**config.mk**
```make
export PLATFORM = sky130hd
export DESIGN_NAME = sync_debouncer
export DESIGN_NICKNAME = d
export VERILOG_FILES = /design/src/rtl/sync_debouncer.sv
export SDC_FILE = /design/constraint.sdc
export NUM_CORES = 1
export LEC_CHECK = 0
export BUFFER_PORTS_ARGS = -buffer_cell sky130_fd_sc_hd__clkbuf_2
export CAP_MARGIN = 5
export CELL_PAD_IN_SITES_DETAIL_PLACEMENT = 1
export CELL_PAD_IN_SITES_GLOBAL_PLACEMENT = 1
export CORE_MARGIN = 4
export CORE_UTILIZATION = 25
export DETAILED_ROUTE_END_ITERATION = 10
export HOLD_SLACK_MARGIN = 0.03
export PLACE_DENSITY = 0.62
export SLEW_MARGIN = 40
export SYNTH_ARGS = -nofsm -noshare
export SYNTH_HDL_FRONTEND = slang
export SYNTH_SLANG_ARGS = --single-unit
```
**constraint.sdc**
```tcl
create_clock -name clk -period 1.5 [get_ports clk]
set_clock_uncertainty 0.05 [all_clocks]
set_input_delay 0.075 -clock clk [delete_from_list [all_inputs] [get_ports clk]]
set_output_delay 0.075 -clock clk [all_outputs]
set_load 0.01 [all_outputs]
```
**src/rtl/sync_debouncer.sv**
```systemverilog
// Multi-channel input conditioner: a synchronizer chain per channel, then a saturating
// persistence counter that accepts a level only after it has held for DEBOUNCE_CYCLES cycles.
module sync_debouncer #(
   parameter int WIDTH           = 1,
   parameter int STAGES          = 3,
   parameter int DEBOUNCE_CYCLES = 16
) (
   input  logic             clk,
   input  logic             reset,
   input  logic [WIDTH-1:0] in,
   output logic [WIDTH-1:0] out,
   output logic [WIDTH-1:0] rise,
   output logic [WIDTH-1:0] fall
);

   localparam int CNT_W = (DEBOUNCE_CYCLES > 1) ? $clog2(DEBOUNCE_CYCLES) : 1;
   localparam logic [CNT_W-1:0] CNT_MAX = CNT_W'(DEBOUNCE_CYCLES - 1);

   logic [WIDTH-1:0] chain_q [STAGES];
   logic [WIDTH-1:0] chain_d [STAGES];
   logic [CNT_W-1:0] cnt_q   [WIDTH];
   logic [CNT_W-1:0] cnt_d   [WIDTH];
   logic [WIDTH-1:0] stable_q, stable_d;
   logic [WIDTH-1:0] rise_q, rise_d;
   logic [WIDTH-1:0] fall_q, fall_d;
   logic [WIDTH-1:0] sync;
   logic [WIDTH-1:0] differ;

   // Any agreeing cycle restarts the count; reaching CNT_MAX while still differing commits.
   function automatic logic [CNT_W-1:0] cnt_next(input logic [CNT_W-1:0] c,
                                                 input logic             diff);
      if (!diff || (c == CNT_MAX))
         return '0;
      return c + CNT_W'(1);
   endfunction

   function automatic logic accept(input logic [CNT_W-1:0] c, input logic diff);
      return diff && (c == CNT_MAX);
   endfunction

   assign sync   = chain_q[STAGES-1];
   assign differ = sync ^ stable_q;

   always_comb begin
      chain_d[0] = in;
      for (int k = 1; k < STAGES; k++)
         chain_d[k] = chain_q[k-1];

      stable_d = stable_q;
      for (int i = 0; i < WIDTH; i++) begin
         cnt_d[i] = cnt_next(cnt_q[i], differ[i]);
         if (accept(cnt_q[i], differ[i]))
            stable_d[i] = sync[i];
      end

      // Edge pulses are registered alongside the level so they coincide with the new out value.
      rise_d = stable_d & ~stable_q;
      fall_d = ~stable_d & stable_q;
   end

   always_ff @(posedge clk) begin
      if (reset) begin
         for (int k = 0; k < STAGES; k++)
            chain_q[k] <= '0;
         for (int i = 0; i < WIDTH; i++)
            cnt_q[i] <= '0;
         stable_q <= '0;
         rise_q   <= '0;
         fall_q   <= '0;
      end else begin
         for (int k = 0; k < STAGES; k++)
            chain_q[k] <= chain_d[k];
         for (int i = 0; i < WIDTH; i++)
            cnt_q[i] <= cnt_d[i];
         stable_q <= stable_d;
         rise_q   <= rise_d;
         fall_q   <= fall_d;
      end
   end

   assign out  = stable_q;
   assign rise = rise_q;
   assign fall = fall_q;

endmodule

```
## Yosys cells after proc, flatten, opt, wreduce, memory -nomap -nowiden

Memory sizes are Yosys's and may differ from the RTL's.
Cells that the tools add are included.

- $add $sub $neg: 1
- Reductions and logical operators: 4
- Bitwise operators: 8
- Equality and inequality tests: 1
- Mux-type cells: 12

Operators by type and width:

| kind | number |
|---|---|
| $mux W4 | 3 |
| $mux W1 | 9 |
| $add A4 B1 Y4 const B | 1 |
| $eq A4 B4 Y1 const B | 1 |
| $reduce_or A4 Y1 | 1 |
| $or A1 B1 Y1 | 3 |
| $and A1 B1 Y1 | 2 |
| $not A1 Y1 | 2 |
| $logic_and A1 B1 Y1 | 1 |
| $logic_not A1 Y1 | 1 |
| $logic_or A1 B1 Y1 | 1 |
| $xor A1 B1 Y1 | 1 |

- Bits in writable memories: 7
- Word-level logic and storage cells: 31
- Input port bits: 3
- Memories kept: 2
- Output and inout bits: 3
- Register bits: 3

Memory list:

| name | words | width | rd ports | clocked after Yosys merged registers in | wr ports | line | RTL |
|---|---|---|---|---|---|---|---|
| cnt_q | 1 | 4 | 1 | 0 | 1 | 21 | `logic [CNT_W-1:0] cnt_q [WIDTH];` |
| chain_q | 3 | 1 | 3 | 0 | 3 | 19 | `logic [WIDTH-1:0] chain_q [STAGES];` |

## Logic depth before layout (Yosys ltp)

- Word-level depth: 6
- Mapped depth: 4
- Gate-level depth less buffers: 4

## Worst setup path after synthesis

Ideal clock, no wire load.

- Path kind: register to register
- From: memory cnt_q[0][0] (netlist bit)
- To: memory cnt_q[0][2] (netlist bit)
- Stages on the path, launching flop included: 5
- Path buffers: 0
- Period minus slack after synthesis: 1.018 ns
- Setup time: 0.064 ns
- Slack: 0.482 ns
- Arrival: 0.904 ns
- Cell sequence: dfxtp_1 > ha_1 > a31oi_1 > nand2_1 > nor2_1

- Word-level cells in the longest chain between the ends: 6
- Elaborated cells on any way between the ends: 7
- Classes of those cells: add/sub (1); eq/ne (1); mux (3); reduce/logical (1); memory (1)

Ends and longest elaborated chain:

| item | line | RTL |
|---|---|---|
| start, declared | 21 |  |
| $mem_v2 Z1 W4 (*) | -- |  |
| branches (longest 3 deep; another with $add A4 B1 Y4) | -- |  |
| $mux W4 (*) | 34 | `return c + CNT_W'(1);` |
| $mux W4 (no line) (*) | -- |  |

Every way passes the cells marked *.

==> reports/summary.json <==
{
  "cts": {
    "clock_insertion_delay_worst_skew_ps": 270,
    "clk_transition_reported_paths_ps": 60,
    "cts_resized": 0,
    "cts_inserted_buffers": 3,
    "buffer_levels_on_the_longest_clock_path": 2,
    "tritoncts_num_sinks": 10,
    "tritoncts_clock_tree": "yes",
    "clk_root_buffer_cell": "clkbuf_4",
    "cts-hold-fix-buffers": 3,
    "postCtsSetupBuffers": 0,
    "cts.htree.levels": 1
  },
  "die": {
    "core_area_um2": 1171,
    "dieHeight_um": 44.42,
    "core.rowCount": 12,
    "die-width_um": 44.42,
    "floorplan.io_pins": 6,
    "initial_utilization": 0.2831,
    "dieArea_um2": 1973
  },
  "setup_path": {
    "crit_path_max_incr_delay_ps": 550,
    "criticalPathCategory": "primary input to flip-flop",
    "required_ps": 1600,
    "crit_arrival_ps": 1380,
    "crit_path_cells": "dlygate4sd3_1, clkbuf_2, nor2b_1, dlygate4sd3_1",
    "critPathLaunchType": "primary input",
    "worst_path_most_repeated_cell": "dlygate4sd3_1",
    "timing.critical_path.slowest_stage_cell": "dlygate4sd3_1",
    "setup.worst_path.end_class": "flip-flop",
    "biggest_fanout_along_the_worst_timing_path": 7
  },
  "grt": {
    "grt_max_degree": 8,
    "grt_pass1_vias": 261,
    "number_of_antenna_violations_at_the_first_check_in_global_routing": 0,
    "grt_overflow": 0,
    "globalRouteTotalUtil": 0.08431,
    "grt_first_pass_wirelength_mm": 1.090
  },
  "yosys": {
    "post_synth_num_cell_types": 13,
    "synth.yosys.seq_area_share": 0.6038,
    "syn-num-nets": 33,
    "synth.area.top_cells": "dfxtp_1 (60%), nor2b_1 (5.7%), nor4b_1 (5.3%), xor2_1 (5.3%), nor2_1 (4.5%)",
    "synth_area_per_cell_um2": 11.43,
    "postSynthCellCount": 29,
    "synth_largest_area_cell": "dfxtp_1",
    "post-synth-top-area-fraction": 0.6038,
    "ys_ff_latch": 10,
    "yosysWarningCount": 0,
    "netlist_area_um2": 331.6
  },
  "timing": {
    "grt_setup_unrepaired": "false",
    "min_period_over_period": 0.8543,
    "fmax_mhz": 780.4,
    "timing.final.crit_period_ps": 1281,
    "final-setup-viol-count": 0,
    "layout_setup_ws_ps": 218.6,
    "finalHoldViolations": 0,
    "tns_ps": 0,
    "holdWs_ps": 396.0,
    "slew_headroom": 0.8459,
    "actual_transition_at_the_worst_max_transition_pin_ps": 228.0,
    "final_max_slew_viol_count": 0
  },
  "finish": {
    "layout-drive-gt1-share": 0.2439,
    "final_cell_area_um2": 440.4,
    "finish.cell_count_without_fillers": 55,
    "layout.filler_cells": 139,
    "layout-area-overhead-vs-synth_pct": 32.83,
    "nNetsFinal": 46,
    "n_antenna_cell": 0
  },
  "placed_design": {
    "postPlaceCellArea_um2": 374.1,
    "io_buffers": 5,
    "globalplace.congestion": 0.6304,
    "dp.cells": 48,
    "pre_cts_slack_ps": 388.2
  },
  "power_and_ir_drop": {
    "p_per_area_nw_per_um2": 1196,
    "ir_drop_mv": 0.4596,
    "leakagePower_uw": 0.0001946
  },
  "drt": {
    "post-route-drc-count": 0,
    "dr.first_iter.drc_count": 2,
    "final_ant_viol_nets": 0,
    "drt_first_pass_iters": 2,
    "drt-total-wl_um": 608,
    "post_drt_wl_per_cell_um": 11.05,
    "routed-via-count": 251,
    "post_drt_via_cell_ratio": 4.564
  },
  "run_status": {
    "run_status": "completed"
  },
  "worst_hold_path": {
    "hold_class": "flip-flop to flip-flop"
  },
  "flow_run": {
    "max_cap_violations": 0
  }
}
-- synth_stat cells (all sizes together) --
cell type  instances
nor2b              3
nand3              2
a31oi              1
mux2i              1
xnor2              1
nor2               4
ha                 1
xor2               2
and3               1
nand2              1
dfxtp             10
nor4b              2
-- flip-flops by register name (all words and copies together) (netlist names) --
signal,cells
chain_q,3
cnt_q,4
fall,1
out,1
rise,1
-- layer usage --
metal  vias up  GRT usage  share of wire
li1        121          -              -
met1       119    0.07371           0.37
met2         8     0.1366           0.51
met3         3    0.06098          0.089
met4         0    0.05422          0.025
met5         -          0              0
-- worst paths after layout --
path / startpoint / end / slack (ps) / cells after the start
setup / recovery: reset / chain_q[0][0]$_SDFF_PP0_ / 220 / 4
hold / removal: chain_q[0][1]$_SDFF_PP0_ / chain_q[0][2]$_SDFF_PP0_ / 400 / 1
setup reg to reg: cnt_q[0][0]$_SDFF_PP0_ / cnt_q[0][3]$_SDFF_PP0_ / 350 / 4
hold reg to reg: chain_q[0][1]$_SDFF_PP0_ / chain_q[0][2]$_SDFF_PP0_ / 400 / 1
-- where the power goes --
part	leakage, uW	switching (uW)	internal (uW)
clock network	0.0000210	92.1	147
logic	0.0000926	6.30	9.79
registers	0.0000811	1.72	269
total	0.000195	100	426
-- final cells by class --
type | count | area (um2) | area share
clock buffer | 4 | 36.28 | 0.08239
tap | 14 | 17.52 | 0.03977
timing repair buffer | 8 | 55.05 | 0.1250
sequential | 10 | 200.2 | 0.4545
multi-input combinational | 19 | 131.4 | 0.2983
-- critical path: cells and delay by family --
family	cells	cell delay (ps)
buffers and inverters	3	1250
and+or+nand+nor	1	60
-- cells by family (layout without fill, tap and decap cells) --
family / Yosys count / after routing / share of synthesized area
fa+ha+maj: 1 / 1 / 0.03773
xor+xnor: 3 / 3 / 0.07926
simple gates: 13 / 13 / 0.2302
mux: 1 / 1 / 0.03019
flops: 10 / 10 / 0.6038
compound gates: 1 / 1 / 0.01888
buf+inv: 0 / 12 / 0
-- cells in the final DEF, fill, tap and decap left out, types with 2 or more instances in the layout --
cell	n
clkbuf_4	3
dfxtp_1	10
xor2_1	2
nor2_1	4
nor4b_1	2
nor2b_1	3
dlygate4sd3_1	3
clkbuf_2	5
-- metrics by stage --
| step | total power (uW) | utilization |
|---|---|---|
| after floorplan | 280.7 | - |
| after CTS | 538.2 | 0.3761 |
| after global routing | 557.6 | 0.3761 |
| after global placement | 286.1 | 0.3194 |
| after detailed placement | 286.9 | 0.3194 |
| final | 526.6 | 0.3761 |
(Power assumes the default switching activity.)
